File: src/rtl/smult_pkg.sv
// Shared types, default sizes and the saturation helper for the
// smult_accum datapath.
package smult_pkg;

    localparam int N_DEF     = 8;
    localparam int ACC_W_DEF = 20;
    localparam int LEN_W_DEF = 8;

    // Working width for shift/clamp; wide enough for any practical ACC_W.
    localparam int SAT_W = 64;

    typedef enum logic [1:0] {
        IDLE = 2'd0,
        RUN  = 2'd1,
        DONE = 2'd2
    } state_t;

    // Clamp a sign-extended value to the signed range of an n-bit integer.
    function automatic logic signed [SAT_W-1:0] saturate(
        input logic signed [SAT_W-1:0] s,
        input int                      n
    );
        logic signed [SAT_W-1:0] hi;
        logic signed [SAT_W-1:0] lo;
        hi = (64'sd1 <<< (n - 1)) - 64'sd1;
        lo = -hi - 64'sd1;
        if (s > hi) begin
            return hi;
        end else if (s < lo) begin
            return lo;
        end
        return s;
    endfunction

endpackage

File: src/rtl/smult_accum_sat_shift.sv
// Combinational arithmetic right shift followed by a clamp to N signed bits.
module sat_shift
    import smult_pkg::*;
#(
    parameter int N     = N_DEF,
    parameter int ACC_W = ACC_W_DEF,
    parameter int SHIFT = 0
) (
    input  logic signed [ACC_W-1:0] acc_in,
    output logic signed [N-1:0]     sat_out
);

    logic signed [SAT_W-1:0] acc_ext;
    logic signed [SAT_W-1:0] shifted;

    // Sign-extend to the working width so the clamp sees the true value.
    always_comb begin
        acc_ext = SAT_W'(acc_in);
        shifted = acc_ext >>> SHIFT;
        sat_out = N'(saturate(shifted, N));
    end

endmodule

File: src/rtl/smult_accum.sv
// Accumulates a fixed-length run of sync_smult products into a wide signed
// sum, with sticky overflow, a saturated N-bit view and a done pulse.
//
// state | meaning
// ------+---------------------------------------------------------------
// IDLE  | waiting for start; outputs hold the last run's results
// RUN   | accepting operand issues, summing products one cycle later
// DONE  | one-cycle done pulse, results valid, then back to IDLE
module smult_accum
    import smult_pkg::*;
#(
    parameter int N     = N_DEF,
    parameter int ACC_W = ACC_W_DEF,
    parameter int LEN_W = LEN_W_DEF,
    parameter int SHIFT = 0
) (
    input  logic                    clk,
    input  logic                    n_reset,
    input  logic                    start,
    input  logic [LEN_W-1:0]        len,
    input  logic                    op_valid,
    input  logic signed [2*N-1:0]   product,
    output logic                    busy,
    output logic                    done,
    output logic signed [ACC_W-1:0] acc,
    output logic signed [N-1:0]     result_sat,
    output logic                    overflow
);

    state_t                  state_q, state_d;
    logic [LEN_W-1:0]        target_q, target_d;
    logic [LEN_W-1:0]        issued_q, issued_d;
    logic [LEN_W-1:0]        received_q, received_d;
    logic                    acc_en_q, acc_en_d;
    logic signed [ACC_W-1:0] acc_q, acc_d;
    logic signed [N-1:0]     res_q, res_d;
    logic                    ovf_q, ovf_d;

    logic signed [ACC_W-1:0] prod_ext;
    logic signed [ACC_W-1:0] acc_sum;
    logic signed [N-1:0]     sum_sat;
    logic                    accept;

    // Sign-extended product and the candidate new sum.
    always_comb begin
        prod_ext = ACC_W'(product);
        acc_sum  = acc_q + prod_ext;
    end

    // Clamped view of the candidate sum, registered only on the final product.
    sat_shift #(
        .N     (N),
        .ACC_W (ACC_W),
        .SHIFT (SHIFT)
    ) u_sat_shift (
        .acc_in  (acc_sum),
        .sat_out (sum_sat)
    );

    // Next-state, counter and accumulator updates.
    always_comb begin
        state_d    = state_q;
        target_d   = target_q;
        issued_d   = issued_q;
        received_d = received_q;
        acc_d      = acc_q;
        res_d      = res_q;
        ovf_d      = ovf_q;
        accept     = 1'b0;

        case (state_q)
            IDLE: begin
                if (start) begin
                    acc_d      = '0;
                    res_d      = '0;
                    ovf_d      = 1'b0;
                    issued_d   = '0;
                    received_d = '0;
                    target_d   = len;
                    state_d    = (len == '0) ? DONE : RUN;
                end
            end
            RUN: begin
                // Issues beyond the run length never reach the accumulator.
                accept = op_valid && (issued_q < target_q);
                if (accept) begin
                    issued_d = issued_q + 1'b1;
                end
                // The product for an accepted issue arrives one cycle later.
                if (acc_en_q) begin
                    acc_d      = acc_sum;
                    received_d = received_q + 1'b1;
                    if ((acc_q[ACC_W-1] == prod_ext[ACC_W-1]) &&
                        (acc_sum[ACC_W-1] != acc_q[ACC_W-1])) begin
                        ovf_d = 1'b1;
                    end
                    if (received_d == target_q) begin
                        res_d   = sum_sat;
                        state_d = DONE;
                    end
                end
            end
            DONE: begin
                state_d = IDLE;
            end
            default: begin
                state_d = IDLE;
            end
        endcase

        acc_en_d = accept;
    end

    // State and datapath registers; reset abandons any run in flight.
    always_ff @(posedge clk or negedge n_reset) begin
        if (!n_reset) begin
            state_q    <= IDLE;
            target_q   <= '0;
            issued_q   <= '0;
            received_q <= '0;
            acc_en_q   <= 1'b0;
            acc_q      <= '0;
            res_q      <= '0;
            ovf_q      <= 1'b0;
        end else begin
            state_q    <= state_d;
            target_q   <= target_d;
            issued_q   <= issued_d;
            received_q <= received_d;
            acc_en_q   <= acc_en_d;
            acc_q      <= acc_d;
            res_q      <= res_d;
            ovf_q      <= ovf_d;
        end
    end

    // Status and result outputs.
    always_comb begin
        busy       = (state_q != IDLE);
        done       = (state_q == DONE);
        acc        = acc_q;
        result_sat = res_q;
        overflow   = ovf_q;
    end

endmodule

File: config.mk
export PLATFORM = sky130hd
export DESIGN_NAME = smult_accum
export DESIGN_NICKNAME = d
export VERILOG_FILES = /design/src/rtl/smult_pkg.sv /design/src/rtl/smult_accum_sat_shift.sv /design/src/rtl/smult_accum.sv
export SDC_FILE = /design/constraint.sdc
export NUM_CORES = 1
export LEC_CHECK = 0
export CORE_MARGIN = 2
export CORE_UTILIZATION = 35
export DETAILED_ROUTE_END_ITERATION = 16
export GPL_TIMING_DRIVEN = 1
export RECOVER_POWER = 50
export SLEW_MARGIN = 20
export SYNTH_ARGS = -nofsm -noshare
export SYNTH_HDL_FRONTEND = slang
export SYNTH_SLANG_ARGS = --single-unit
File: constraint.sdc
create_clock -name clk -period 8.5 [get_ports clk]
set_clock_uncertainty 0.2 [all_clocks]
set_input_delay 1.275 -clock clk [delete_from_list [all_inputs] [get_ports clk]]
set_output_delay 1.275 -clock clk [all_outputs]
set_load 0.02 [all_outputs]
---- After elaboration in Yosys (flattened, before gate mapping) ----
Cells that the tools add are included.
word-level totals
  bits in registers ....................... 56
  input bits .............................. 28
  output and inout bits ................... 31
  word-level logic and storage cells ...... 62
cells by class
  add/subtract/negate cells ............... 3
  magnitude comparators ................... 3
  equality and inequality tests ........... 10
  mux-type cells .......................... 26
  reductions and logical operators ........ 12
operators with widths
  kind                 number
  $mux 8               8
  $pmux 8 s2           3
  $mux 20              2
  $pmux 20 s2          1
  $add 20x16->20       1
  $gt 20x8->1 const B  1
  $lt 20x8->1 const B  1
  $add 8x1->8 const B  2
  $ne 2x2->1 const B   5
  $reduce_and 3->1     3
  $eq 8x8->1           1
  $logic_not 8->1      1
  $lt 8x8->1           1
  $mux 2               4
  $reduce_and 4->1     2
  $mux 1               6
  $pmux 2 s2           1
  $reduce_bool 2->1    2
  $eq 2x1->1 const B   1
  $eq 2x2->1 const B   1
  $logic_and 1x1->1    2
  $logic_not 2->1      1
  $pmux 1 s2           1
  $reduce_and 2->1     1
  2 further kinds      2

---- Depth between registers and ports, before layout ----
Gate-level depths: netlist of the first run.
  depth in word-level cells ............... 8
  gate-level depth with buffers ........... 11
  gate-level depth less buffers ........... 11

---- Cells and area by module ----
Synthesis of the first run repeated with hierarchy kept, for this count alone.
second synthesis, totals
  cell total of the unflattened synthesis .. 451
  area, all modules ....................... 4098.9 um^2
modules (own cells, without submodules)
  module       instances  cells an instance  area each (um^2)  sequential area each (um^2)
  smult_accum  1          435                3977.6            1401.3
  sat_shift    1          16                 121.4             0.0

---- Worst setup path before layout of the first run ----
Ideal clock, no wire load.
  path type ............................... input -> register
  start point ............................. in product[0]
  end point ............................... reg res_q[0] (netlist: result_sat[0])
  arrival ................................. 3.718 ns
  data required time ...................... 8.222 ns
  setup slack ............................. 4.504 ns
  stages on the path ...................... 10
  path buffers ............................ 0
  cells stage by stage .................... ha_1 -> fa_1 -> a21o_1 -> a221oi_4 -> o31ai_2 -> a21o_1 -> or4b_1 -> nor4_2 -> a41oi_2 -> o21ai_1
between the ends
  longest elaborated chain between the ends .. 8
ends and longest elaborated chain
  what                    line                text
  start: declaration      smult_accum.sv:22   input logic signed [2*N-1:0] product,
  $add 20x16->20 (*)      smult_accum.sv:47   acc_sum = acc_q + prod_ext;
  $lt 20x8->1             smult_pkg.sv:29     end else if (s < lo) begin
  $mux 1                  smult_pkg.sv:29
  $mux 1                  smult_pkg.sv:27     if (s > hi) begin
  $mux 8 (*)              smult_pkg.sv:32     return s;
  $mux 8 (*)              smult_accum.sv:97   if (received_d == target_q) begin
  $mux 8 (*)              smult_accum.sv:90   if (acc_en_q) begin
  $pmux 8 s2 (*)          smult_accum.sv:71   case (state_q)
  end signal: assignment  smult_accum.sv:132  res_q <= res_d;
  end: declaration        smult_accum.sv:36   logic signed [N-1:0] res_q, res_d;
Mark *: on every way between the ends. The rest lies on a longest branch, timed or not. The select of a mux whose other input is x is not followed.
A chain may end at the register's enable or synchronous reset.

---- Worst setup path after layout of the first run ----
  start point ............................. in product[0]
  end point ............................... reg res_q[2] (netlist: result_sat[2])
The elaborated chain is that of the path after synthesis.

==> flow_summary.toml, run 1 <==
[outcome]
status = "finished, violations left"
violations = "max-capacitance violations, max-slew violations"

[worst_setup_path]
critPathLaunchType = "input port"
crit_chain = "clkdlybuf4s50_1, ha_1, fa_1, a21o_1, a221oi_4, o31ai_2, a311oi_1, xnor2_1, a21oi_1, a31oi_1, nor2b_1, o21ai_1"
cp_max_fo = 7
cp.required_ps = 8550
worst_path_max_delay_cell = "a31oi_1"
end_kind = "register"
worst-setup-path-type = "in -> reg"
startpoint = "product[0]"
reg2reg_from = "state_q[0]$_DFFE_PN0P_"
arrival_ps = 4410
slowest_delay_ps = 510

[detailed_routing]
finalWirelength_um = 9059
first_pass_iters = 4
vias = 3202
ant_nets = 0
wl_per_cell_um = 15.07
post-route-drc-count = 0
vias_per_cell = 5.328
drt_iter0_markers = 177

[clock_network]
ctsResizeCount = 0
cts_setup_buffers = 0
clockBufferDepth = 2
worstSkewPairLatency_ps = 320
ctsHtreeMaxLevel = 2
cts.clk_slew.worst_paths_ps = 110
clockRootBuffer = "clkbuf_8"
hold_buffers = 0
cts.sinks = 56
cts_tree = "yes"
cts_buffers = 5

[power]
power_density_nw_per_um2 = 308.7
fin_total_pwr_mw = 1.402
ir_drop_uv = 129.5
power_leakage_nw = 2.033

[flow_run]
max-cap-violations = 1

[floorplanning]
num_io_pins = 59
initial_core_util_pct = 35.95
die_area_sq_um = 11390
die_w_um = 106.7
die_y_um = 106.7
coreArea_sq_um = 10280
row_count = 37

[timing]
min_period_ps = 4368
slew_headroom_pct = -105.5
fin_setup_tns_ps = 0
rsz0062_at_grt = "no"
fmax_ghz = 0.2289
setup_viol = 0
tightestPinTransition_ps = 3082
slew_violations = 57
period_share_pct = 51.39
timing.final.hold_violations = 0

[layout]
drive_gt1_share_pct = 4.301
area_delta_synth_final_pct = 22.96
nets = 521
diodes = 0
post-route-util_pct = 44.21

[logic_synthesis]
synth_area_leaders = "dfrtp_1 38%, ha_1 9.5%, nand2_1 5.0%"
syn_nets = 466
synth-seq-area-share_pct = 37.93
ys_ff_latch = 56
avgSynthCellArea_sq_um = 9.034
syn_inst = 409
yosys.area.top_type = "dfrtp_1"
syn-cell-area_sq_um = 3695
synth_top_area_share_pct = 37.93
synth_cell_type_count = 55
async_reset_ff_share_pct = 100.0
yosysWarnings = 0
yosys_most_used_dff = "dfrtp_1"
synth-edff-count = 0

[global_route]
overflow = 0
antenna_found_initial = 0
grt_pass1_wl_um = 15380
first_global_vias = 3192
grt.total_usage_pct = 16.58
grt_max_degree = 57

[min_path]
holdCritPathClass = "reg -> reg"
hp-start = "result_sat[2]$_DFFE_PN0P_"

[placement]
place_congestion = 0.8775
numPortBuffers = 58
hpwl_um = 6675
## metal layers
metal  track usage, %  share of wire [%]  vias up  routed length, um
met1            22.59                 48     1514               4375
met3            2.675                3.9       13                354
met2            27.34                 46       73               4162
li1                 -                  -     1602                  -
met4            4.545                1.8        0                167
met5                0                  0        -                  0
## final timing paths
kind	endpoint	slack (ps)	cells after the start
max	result_sat[2]$_DFFE_PN0P_	4130	12
min	result_sat[2]$_DFFE_PN0P_	310	2
max reg2reg	result_sat[1]$_DFFE_PN0P_	4840	7
min reg2reg	result_sat[2]$_DFFE_PN0P_	310	2
max in group asynchronous	received_q[4]$_DFFE_PN0P_	4510	2
min in group asynchronous	acc[18]$_DFFE_PN0P_	1860	2
## Yosys cell counts, types with 2 or more instances
master and n:
a21oi_1 24, nand3_1 12, nand3b_1 2, dfrtp_1 56
clkbuf_1 11, nand2_1 49, or4_1 2, a21o_1 15
nor2_1 27, a22o_1 15, a31oi_1 5, o31ai_1 4
xnor2_1 18, nor4_1 4, nor4_2 2, and3_1 7
a211oi_1 3, or3_1 6, inv_1 11, and2_1 10
xor2_1 9, nand4_1 4, o21ai_0 35, a211o_1 2
o211ai_1 3, nor2b_1 5, ha_1 28, o21ai_1 7
nand2b_1 4, nor3_1 4
## through the flow
stage	instance area [sq um]	hold WS, ps	std cells	setup slack, ps
2_1_floorplan	3695	265.9	409	4504
3_3_place_gp	4409	285.6	593	3883
3_5_place_dp	4409	293.9	593	3761
4_1_cts	4547	318.9	601	4112
5_1_grt	4543	335.9	601	3857
6_report	4543	305.3	601	4132
## cells by family after synthesis
logic type	after synthesis	synth area share, %
compound gates	131	24.01
xor+xnor	27	6.400
fa+ha+maj	29	10.02
buf+inv	23	2.370
flops	56	37.93
simple gates	143	19.27
## worst max-delay path: cells and delay by family
kind / cells / cell delay [ps]
AOI/OAI and AO/OA: 7 / 1760
xor gates and xnor gates: 1 / 240
adders and majority gates: 2 / 620
buffers and inverters: 1 / 400
and+or+nand+nor: 1 / 110
## state kept, by name (all words and copies together) (netlist names)
signal	cells
state_q	2
acc_en_q	1
acc	20
result_sat	8
target_q	8
received_q	8
overflow	1
issued_q	8
## cells in the final DEF (no fill, tap or decap), types with 2 or more instances in the layout
cell type,Yosys,routed
a21o_1,15,15
nor2_1,27,27
nand3b_1,2,2
a211oi_1,3,3
nand4_1,4,4
and2_1,10,9
o211ai_1,3,3
nor3_1,4,4
nand3_1,12,12
or3_1,6,6
and3_1,7,7
o21ai_1,7,7
dlygate4sd3_1,0,6
inv_1,11,11
a211o_1,2,2
xnor2_1,18,18
bufinv_16,0,2
a22o_1,15,15
nor4_2,2,2
dfrtp_1,56,56
a31oi_1,5,5
nand2_1,49,49
o21ai_0,35,35
nor4_1,4,4
nand2b_1,4,4
xor2_1,9,9
ha_1,28,28
clkdlybuf4s50_1,0,51
nor2b_1,5,5
or4_1,2,2
a21oi_1,24,24
o31ai_1,4,4
clkbuf_8,0,5
## layout make-up
cell class,count,area (sq um)
well taps,136,170.2
clock buffers,5,68.82
flip-flops and latches,56,1401
inverters,11,41.29
repair buffers,60,586.8
clock inverters,3,68.82
fillers,1027,5734
multi-input cells,330,2206
## where the power goes
part	internal [mW]	total (mW)	switching (mW)
sequential	0.339	0.403	0.0641
combinational	0.332	0.785	0.453
clock	0.119	0.215	0.0958
total	0.790	1.40	0.613
Power figures use the tool's default switching activity.
==> inputs of run 2 (changes only) <==
- clock period: 8.5 -> 3.74 ns (I/O delays scaled with it)
==> flow_summary.toml, run 2 (synthesis results as in run 1) <==
[outcome]
status = "completed"

[layout]
fin_cells = 631
final_cell_mix = "56 x dfrtp_1, 56 x clkdlybuf4s50_1, 49 x nand2_1, 35 x o21ai_0, 28 x buf_4"
nets = 551
area_delta_synth_final_pct = 29.73
fillCellCount = 1012
drive_gt1_share_pct = 11.11
largest_reg_flops = 20
diodes = 0
post-route-util_pct = 46.64

[global_route]
grt_pass1_wl_um = 15640
first_global_vias = 3189
overflow = 0
antenna_found_initial = 0
grt_max_degree = 40
grt.total_usage_pct = 17.11

[worst_setup_path]
startpoint = "product[0]"
arrival_ps = 3670
critPathLaunchType = "input port"
r2r_end = "result_sat[3]$_DFFE_PN0P_"
worst-setup-path-type = "in -> reg"
ff2ff_setup_slack_ps = 370
reg2reg_from = "acc[0]$_DFFE_PN0P_"
r2r_cells = 10
cp.required_ps = 3790
cp_max_fo = 7
end_kind = "register"

[floorplanning]
coreArea_sq_um = 10280
initial_core_util_pct = 35.95
die_area_sq_um = 11390
num_io_pins = 59
row_count = 37
die_w_um = 106.7
die_y_um = 106.7

[detailed_routing]
vias = 3312
vias_per_cell = 5.249
ant_nets = 0
wl_per_cell_um = 15.13
post-route-drc-count = 0
drt_iter0_markers = 184
first_pass_iters = 4
finalWirelength_um = 9548

[timing]
period_share_pct = 96.77
tightestPinTransition_ps = 1358
slew_headroom_pct = 9.454
min_period_ps = 3619
fmax_ghz = 0.2763
setup_viol = 0
slew_violations = 0
timing.final.hold_violations = 0

[power]
p_seq_share_pct = 27.5
power_density_nw_per_um2 = 693.9
switching_share_pct = 45.35
power.net_switching_mw = 1.508
comb_power_share_pct = 61.2
clockPowerShare_pct = 11.3
p_int_mw = 1.818
ir_drop_uv = 376.1
power_leakage_nw = 2.150

[clock_network]
cts.clk_slew.worst_paths_ps = 110
clockRootBuffer = "clkbuf_8"
cts.sinks = 56
ctsHtreeMaxLevel = 2
cts_tree = "yes"
cts_buffers = 5
clockBufferDepth = 2
worstSkewPairLatency_ps = 330

[placement]
place_congestion = 0.8328
hpwl_um = 7220
dp_cells = 620
numPortBuffers = 58

[min_path]
min_to = "received_q[7]$_DFFE_PN0P_"
hp-start = "received_q[7]$_DFFE_PN0P_"
holdCritPathClass = "reg -> reg"
worstHoldPathCells = 1

[flow_run]
max-cap-violations = 0
==> run 2: cell count changes in the layout (fill, tap and decap cells not counted), sizes merged <==
cell / before / now
bufinv: 2 / 0
clkdlybuf4s50: 51 / 56
buf: 2 / 28
dlygate4sd3: 6 / 2
clkbuf: 6 / 9
inv: 12 / 14
==> run 2: area by class of cell <==
class / instances / area (sq um) / area share (%)
flip-flops and latches: 56 / 1401 / 29.24
inverters: 11 / 41.29 / 0.8614
clock buffers: 5 / 68.82 / 1.436
well taps: 136 / 170.2 / 3.550
repair buffers: 90 / 807.0 / 16.84
multi-input cells: 330 / 2276 / 47.48
clock inverters: 3 / 28.78 / 0.6004
==> run 2: repair_timing <==
item,CTS,global route
resized for setup,0,12
hold buffers,1,0
endpoints found under the hold margin,17,0
buffers inserted,0,2
endpoints found under the setup margin,0,7
==> run 2: stage by stage <==
step                setup WS [ps]  power, mW  area, sq um  setup TNS (ps)  hold slack, ps
floorplan                   458.0      2.189         3695               0           65.41
global placement           -158.1      2.878         4612           -1073           290.5
detailed placement         -309.1      2.902         4612           -1987           291.5
CTS                         44.71      3.291         4720               0           309.1
global route               -11.89      3.599         4793          -37.51           341.9
finish                      121.0      3.326         4793               0           309.9
==> run 2: worst max-delay path by stage <==
stage          slack [ps]                        end
5_1_grt               -10  result_sat[1]$_DFFE_PN0P_
6_report              120  result_sat[3]$_DFFE_PN0P_
3_3_place_gp         -160  result_sat[0]$_DFFE_PN0P_
2_1_floorplan         460  result_sat[0]$_DFFE_PN0P_
4_1_cts                40  result_sat[2]$_DFFE_PN0P_
3_5_place_dp         -310  result_sat[2]$_DFFE_PN0P_
==> run 2: critical path, cell delays in order <==
cell and delay [ps]:
clkdlybuf4s50_1 420, ha_2 200, fa_2 350, a21o_1 200, a221oi_4 380, o31ai_4 120
a21o_1 200, or4b_4 550, nor4_4 310, a41oi_4 200, o21ai_1 170
==> run 2: layer usage <==
layer	wire length [um]	part of all wire, %	vias up	GRT usage [%]
met4	159	1.7	0	5.195
li1	-	-	1667	-
met1	4580	48	1573	23.17
met2	4497	47	61	28.12
met5	0	0	-	0
met3	310	3.2	11	2.736
==> run 2: power groups by stage <==
stage | clock, mW | combinational (mW) | sequential, mW
floorplan | 0 | 1.20 | 0.994
global placement | 0 | 1.95 | 0.925
detailed placement | 0 | 1.97 | 0.932
CTS | 0.392 | 1.98 | 0.919
global route | 0.420 | 2.24 | 0.944
finish | 0.377 | 2.04 | 0.915
